File: config.mk
export PLATFORM = sky130hd
export DESIGN_NAME = inv_add_round_key_stage
export DESIGN_NICKNAME = d
export VERILOG_FILES = /design/src/rtl/inv_add_round_key_stage.sv
export SDC_FILE = /design/constraint.sdc
export NUM_CORES = 2
export LEC_CHECK = 0
export CORE_ASPECT_RATIO = 1.4
export CORE_MARGIN = 4
export CORE_UTILIZATION = 59
export DETAILED_ROUTE_END_ITERATION = 12
export PLACE_DENSITY = 0.88
export SETUP_SLACK_MARGIN = 0.4
export SYNTH_ARGS = -nofsm -noshare
export SYNTH_HDL_FRONTEND = slang
export SYNTH_SLANG_ARGS = --single-unit
File: constraint.sdc
create_clock -name clk -period 17.2 [get_ports clk]
set_input_delay 3.44 -clock clk [delete_from_list [all_inputs] [get_ports clk]]
set_output_delay 3.44 -clock clk [all_outputs]
set_load 0.05 [all_outputs]
File: src/rtl/inv_add_round_key_stage.sv
// AES-128 decryption AddRoundKey stage: XORs each state beat with the round key
// chosen by its round index, behind a single valid/ready output register.
module inv_add_round_key_stage #(
   parameter int DW  = 128,
   parameter int NR  = 10,
   parameter int RIW = 4
) (
   input  logic           clk,
   input  logic           rst_n,
   input  logic           key_wr_en,
   input  logic [RIW-1:0] key_wr_idx,
   input  logic [0:DW-1]  key_wr_data,
   output logic [NR:0]    key_loaded,
   input  logic           in_valid,
   output logic           in_ready,
   input  logic [0:DW-1]  in_state,
   input  logic [RIW-1:0] in_round,
   output logic           out_valid,
   input  logic           out_ready,
   output logic [0:DW-1]  out_state,
   output logic [RIW-1:0] out_round,
   output logic           out_last,
   output logic           out_err
);

   localparam logic [RIW-1:0] LAST_IDX = RIW'(NR);

   logic [0:DW-1]     key_mem [0:NR];
   logic [NR:0]       key_loaded_q;
   logic [NR:0]       wr_hit;
   logic [2**RIW-1:0] loaded_ext;
   logic [RIW-1:0]    rd_idx;
   logic              key_hit;
   logic              accept;

   logic              out_valid_q, out_valid_d;
   logic [0:DW-1]     out_state_q, out_state_d;
   logic [RIW-1:0]    out_round_q, out_round_d;
   logic              out_last_q, out_last_d;
   logic              out_err_q, out_err_d;

   // One-hot write decode; indices above NR match no entry and are ignored.
   genvar gi;
   generate
      for (gi = 0; gi <= NR; gi++) begin : g_wr_hit
         assign wr_hit[gi] = key_wr_en && (key_wr_idx == RIW'(gi));
      end
   endgenerate

   always_ff @(posedge clk) begin
      if (key_wr_en && (key_wr_idx <= LAST_IDX)) begin
         key_mem[key_wr_idx] <= key_wr_data;
      end
   end

   always_ff @(posedge clk) begin
      if (!rst_n) begin
         key_loaded_q <= '0;
      end else begin
         key_loaded_q <= key_loaded_q | wr_hit;
      end
   end

   // Reads see pre-write contents, so a key written this cycle applies next cycle.
   assign loaded_ext = (2**RIW)'(key_loaded_q);
   assign key_hit    = loaded_ext[in_round];
   assign rd_idx     = (in_round <= LAST_IDX) ? in_round : '0;

   assign in_ready = !out_valid_q || out_ready;
   assign accept   = in_valid && in_ready;

   always_comb begin
      out_valid_d = out_valid_q;
      out_state_d = out_state_q;
      out_round_d = out_round_q;
      out_last_d  = out_last_q;
      out_err_d   = out_err_q;
      if (accept) begin
         out_valid_d = 1'b1;
         out_round_d = in_round;
         out_last_d  = (in_round == '0);
         if (key_hit) begin
            out_state_d = in_state ^ key_mem[rd_idx];
            out_err_d   = 1'b0;
         end else begin
            out_state_d = in_state;
            out_err_d   = 1'b1;
         end
      end else if (out_valid_q && out_ready) begin
         out_valid_d = 1'b0;
      end
   end

   always_ff @(posedge clk) begin
      if (!rst_n) begin
         out_valid_q <= 1'b0;
         out_state_q <= '0;
         out_round_q <= '0;
         out_last_q  <= 1'b0;
         out_err_q   <= 1'b0;
      end else begin
         out_valid_q <= out_valid_d;
         out_state_q <= out_state_d;
         out_round_q <= out_round_d;
         out_last_q  <= out_last_d;
         out_err_q   <= out_err_d;
      end
   end

   assign key_loaded = key_loaded_q;
   assign out_valid  = out_valid_q;
   assign out_state  = out_state_q;
   assign out_round  = out_round_q;
   assign out_last   = out_last_q;
   assign out_err    = out_err_q;

endmodule
# Word-level counts from Yosys, hierarchy flattened
# Memory sizes are Yosys's and may differ from the RTL's.
# Index checks and enable logic that the tools add are counted.
[op_classes]
shifts = 0
n_mul = 0
n_eq_ne = 10
order_cmp = 3
div = 0
add_sub_neg = 0
bitwise_logic = 2
muxes = 9
reduce_logical = 19
[ops]
columns = ["cell", "n"]
rows = [
  ["two-way mux 128 bit", 1],
  ["bitwise XOR 128 bit", 1],
  ["equality test 4 x 3 -> 1 bit (second input constant)", 4],
  ["logical AND 1 bit", 14],
  ["equality test 4 bit (second input constant)", 3],
  ["OR 11 bit", 1],
  ["equality test 4 x 2 -> 1 bit (second input constant)", 2],
  ["<= comparator 4 bit (second input constant)", 2],
  ["zero test 4 bit", 2],
  ["two-way mux 1 bit", 6],
  ["< comparator 4 x 5 -> 1 bit (second input constant)", 1],
  ["binary-select mux 1 bit (select 4 bit)", 1],
  ["equality test 4 x 1 -> 1 bit (second input constant)", 1],
  ["two-way mux 4 bit", 1],
  ["nonzero test 2 bit", 1],
  ["zero test 1 bit", 1],
  ["logical OR 1 bit", 1],
]
[totals]
out_inout_bits = 147
latchBits = 0
mem_count = 1
rom_bits = 0
ram_bits = 1408
wordCells = 50
register_bits = 146
[memory_table]
columns = ["memory", "words", "width", "rd", "rd_clocked_by_memory_dff", "wr", "line_no", "source"]
rows = [
  ["key_mem", 11, 128, 1, 0, 1, "28", "logic [0:DW-1] key_mem [0:NR];"],
]

# Depth between registers and ports, before layout
# An unclocked memory read counts as a cell.
[logic_depth]
depth_word = 5
depth_mapped = 9
depth_no_buf = 5

# Least setup slack after synthesis
# No wires, ideal clock.
[synth_path]
path_type = "input -> register"
from = "input key_wr_idx[2]"
to = "memory key_mem[0][0] (netlist name), enable pin"
stages = 2
path_buffers = 0
arrival_time_ns = 12.645
path_slack_ns = 3.779
setup_time_ns = 0.776
cell_sequence = "or3b_2 -> nor3_1"
[synth_via]
elab_chain_len = 4
[synth_rtl]
columns = ["element", "line_no", "source"]
rows = [
  ["from (decl)", "11", "input logic [RIW-1:0] key_wr_idx,"],
  ["<= comparator 4 bit", "51", "if (key_wr_en && (key_wr_idx <= LAST_IDX)) begin"],
  ["logical AND 1 bit", "51", ""],
  ["two-way mux 1 bit", "51", ""],
  ["two-way mux 1 bit (not written as such)", "52", "key_mem[key_wr_idx] <= key_wr_data;"],
  ["to (decl)", "28", ""],
]
# Several ways; a longest one is shown, not always the timed one.

# Worst setup path after layout
[layout_path]
from = "input out_ready"
to = "output in_ready"
[layout_via]
elab_chain_len = 1
[layout_rtl]
columns = ["element", "line_no", "source"]
rows = [
  ["from (decl)", "19", "input logic out_ready,"],
  ["logical OR 1 bit", "69", "assign in_ready = !out_valid_q || out_ready;"],
  ["to (decl)", "15", "output logic in_ready,"],
]
# No other way between the ends.

==> impl_metrics.tcl <==
set metrics [dict create \
    nets 4696 \
    clkSinkCount 1554 \
    reg2regPathDepth 6 \
    ant_nets 0 \
    synth_top_area_cell "edfxtp_1" \
    grt_pass1_wl_um 260000 \
    die_area_um2 115000 \
    synthCells 4173 \
    yosys.area.top_type_share 0.652 \
    crit_start "out_ready" \
    cp-start-kind "input port" \
    power_frac_seq 0.518 \
    yosysWarnings 0 \
    clockPowerShare 0.390 \
    worstReg2RegEnd "out_state[38]" \
    synth_area_leaders "edfxtp_1, mux2_2, dfxtp_1, o22ai_1, nand2_1" \
    dp.cells 5734 \
    cp.depth 3 \
    hold-worst-slack_ns 0.480 \
    syn-num-nets 4442 \
    intPower_w 0.00629 \
    ir_drop_v 0.000107 \
    cp-endpoint "in_ready" \
    worstPathRequired_ns 13.76 \
    num_rows 143 \
    avgSynthCellArea_um2 15.5 \
    holdBufCountCts 0 \
    path_cells "clkdlybuf4s50_1 -> nand2b_1 -> clkdlybuf4s50_1" \
    cts_tree "yes" \
    syn_area_um2 64900 \
    max_freq_mhz 119 \
    hpwl_um 89900 \
    setup-violations-final 0 \
    fin_crit_sh 0.489 \
    p_total_w 0.00820 \
    cp.arrival_ns 4.97 \
    r2r-start "key_loaded[10]" \
    die_y_um 400 \
    cp_top_family "buffers and inverters" \
    ys_seq_elements 1554 \
    numCtsBuffers 141 \
    hold_class "flop to flop" \
    synth-edff-count 1408 \
    dr_total_vias 42174 \
    power_frac_comb 0.093 \
    dr.first_iter.drc_count 5330 \
    rsz0062_at_grt "false" \
    leakage_nw 22.7 \
    die_x_um 288 \
    p_per_area_nw_per_um2 110 \
    start_util 0.595 \
    swShare 0.233 \
    p_sw_w 0.00191 \
    register_area_um2 45200 \
    post_cts_buffers 0 \
    clkLatencyLatePin_ns 0.78 \
    drv_slew 0 \
    stdcell_count 6001 \
    cts.path.max_buffers 3 \
    multi_input_area_um2 18100 \
    synth-compound-area-share 0.130 \
    synthXorXnorAreaFrac 0 \
    critPathBufInv 2 \
    synthSimpleGateAreaFrac 0.0796 \
    synthMuxAreaShare 0.0675 \
    cts_resized 0 \
    coreArea_um2 109000 \
    antenna_found_initial 14 \
    finalHoldViolCount 0 \
    ys.flop_type "edfxtp_1" \
    synthAdderAreaFrac 0 \
    fillers 6578 \
    fin_worst_skew_ns 0.0332 \
    htreeDepth 4 \
    firstDrtPassIters 5 \
    gp_congestion 0.761 \
    cpMaxStageDelayCell "clkdlybuf4s50_1" \
    reg2reg_slack_ns 13.95 \
    cp_max_fo 4 \
    drive_above_1_share 0.220 \
    cap_violations 0 \
    period_needed_ns 8.41 \
    setup-tns-final_ns 0 \
    port-buffer-count 415 \
    max_slew_margin 0.0823 \
    drc 0 \
    cpPeakStageDelay_ns 0.85 \
    grt_pass1_vias 43608 \
    ios 416 \
    worstMarginPinSlew_ns 1.38 \
    async_flop_share 0 \
    ys_seq_area_frac 0.697 \
    viasPerCell 7.03 \
    wl_per_cell_um 29.0 \
    cts_root_buf "clkbuf_16" \
    grt_max_degree 153 \
    track_usage 0.295 \
    finalWirelength_um 174000 \
    outcome "finished, final reports clean" \
    end_kind "output pin" \
    synth_top_family_by_area "compound AO/OA/AOI/OAI gates" \
    grt_remaining_overflow 0 \
    path_clk_slew_ns 0.06 \
    area_delta_synth_final_pct 15.0 \
    worstSetupPathType "input port to output pin" \
    cpMostUsedCell "clkdlybuf4s50_1" \
    synthDistinctLibCells 43 \
]
## synthesized netlist by cell type (14+ instances only)
cell type / number
nand4b_1: 128
o221ai_1: 128
nand2_1: 395
a311oi_1: 37
edfxtp_1: 1408
mux2_2: 383
o32ai_1: 128
buf_4: 14
o21ai_0: 128
nor3b_2: 92
nor3b_1: 164
dfxtp_1: 146
a21oi_1: 129
clkbuf_1: 206
o22ai_1: 256
buf_2: 121
o221a_2: 128
a311oi_2: 91
buf_1: 18
## metrics by stage
step / utilization / worst slack [ns] / instance area (um2)
floorplan: - / 3.78 / 64900
global placement: 0.642 / 8.82 / 69900
detailed placement: 0.642 / 8.78 / 69900
CTS: 0.685 / 8.78 / 74600
global route: 0.685 / 8.76 / 74600
finish: 0.685 / 8.79 / 74600
## cell type report
class	instances	share of cell area
Clock buffer	190	0.0521
Timing Repair Buffer	483	0.0635
Multi-Input combinational cell	2244	0.243
Antenna cell	10	0.000335
Clock inverter	67	0.0107
Inverter	3	0.000184
Tap cell	1450	0.0243
Sequential cell	1554	0.606
## power by group through the flow
stage                     logic (W)  registers, W  clock network (W)
after floorplan            0.000357       0.00441                  0
after global placement     0.000725       0.00432                  0
after detailed placement   0.000744       0.00432                  0
after CTS                  0.000751       0.00424            0.00322
after global routing       0.000796       0.00425            0.00338
final                      0.000762       0.00424            0.00319
## tightest hold or removal path, delay by kind of cell (launching register included)
kind            cells  cell delay [ns]
compound gates      1             0.07
simple gates        1             0.05
flops               1             0.31
## registers in the layout, summed over array words and instances, names as in the netlist
name,cells
key_mem,1408
out_err,1
out_round,4
out_last,1
key_loaded,11
out_valid,1
out_state,128
## cells in the final DEF (no fill, tap or decap), drive strengths merged, types with 3 or more instances in the layout
| cell | count |
|---|---|
| diode | 10 |
| clkbuf | 190 |
| o22ai | 256 |
| o221a | 128 |
| o21a | 11 |
| a21boi | 5 |
| bufinv | 14 |
| nand4b | 128 |
| clkinvlp | 4 |
| nor3 | 3 |
| a311oi | 128 |
| inv | 10 |
| mux2 | 384 |
| nand2 | 395 |
| o32ai | 128 |
| edfxtp | 1408 |
| buf | 72 |
| clkdlybuf4s50 | 411 |
| nor2 | 9 |
| and2 | 3 |
| nand2b | 7 |
| o21ai | 130 |
| o221ai | 128 |
| a21oi | 129 |
| clkinv | 42 |
| nor2b | 3 |
| dfxtp | 146 |
| nor3b | 256 |
## logic make-up (layout without fill, tap and decap cells)
family / after synthesis / count (layout)
AO/OA/AOI/OAI: 1046 / 1046
buffers and inverters: 375 / 743
flip-flops: 1554 / 1554
multiplexers: 387 / 387
other: 0 / 10
AND/OR/NAND/NOR: 811 / 811
## worst min path at each step
stage / startpoint / endpoint / depth (start not counted)
3_3_place_gp: out_round[2] / out_round[2] / 2
2_1_floorplan: out_round[0] / out_round[0] / 2
3_5_place_dp: out_round[0] / out_round[0] / 2
5_1_grt: out_round[1] / out_round[1] / 2
4_1_cts: out_round[1] / out_round[1] / 2
6_report: out_round[1] / out_round[1] / 2
## per-layer routing
| layer | GRT usage | vias to the layer above | part of all wire |
|---|---|---|---|
| met1 | 0.377 | 20977 | 0.35 |
| met3 | 0.0639 | 547 | 0.12 |
| met5 | 0 | - | 0.00026 |
| li1 | - | 17567 | - |
| met4 | 0.131 | 8 | 0.041 |
| met2 | 0.487 | 3075 | 0.49 |
No activity file was read; power rests on OpenSTA's default activity.
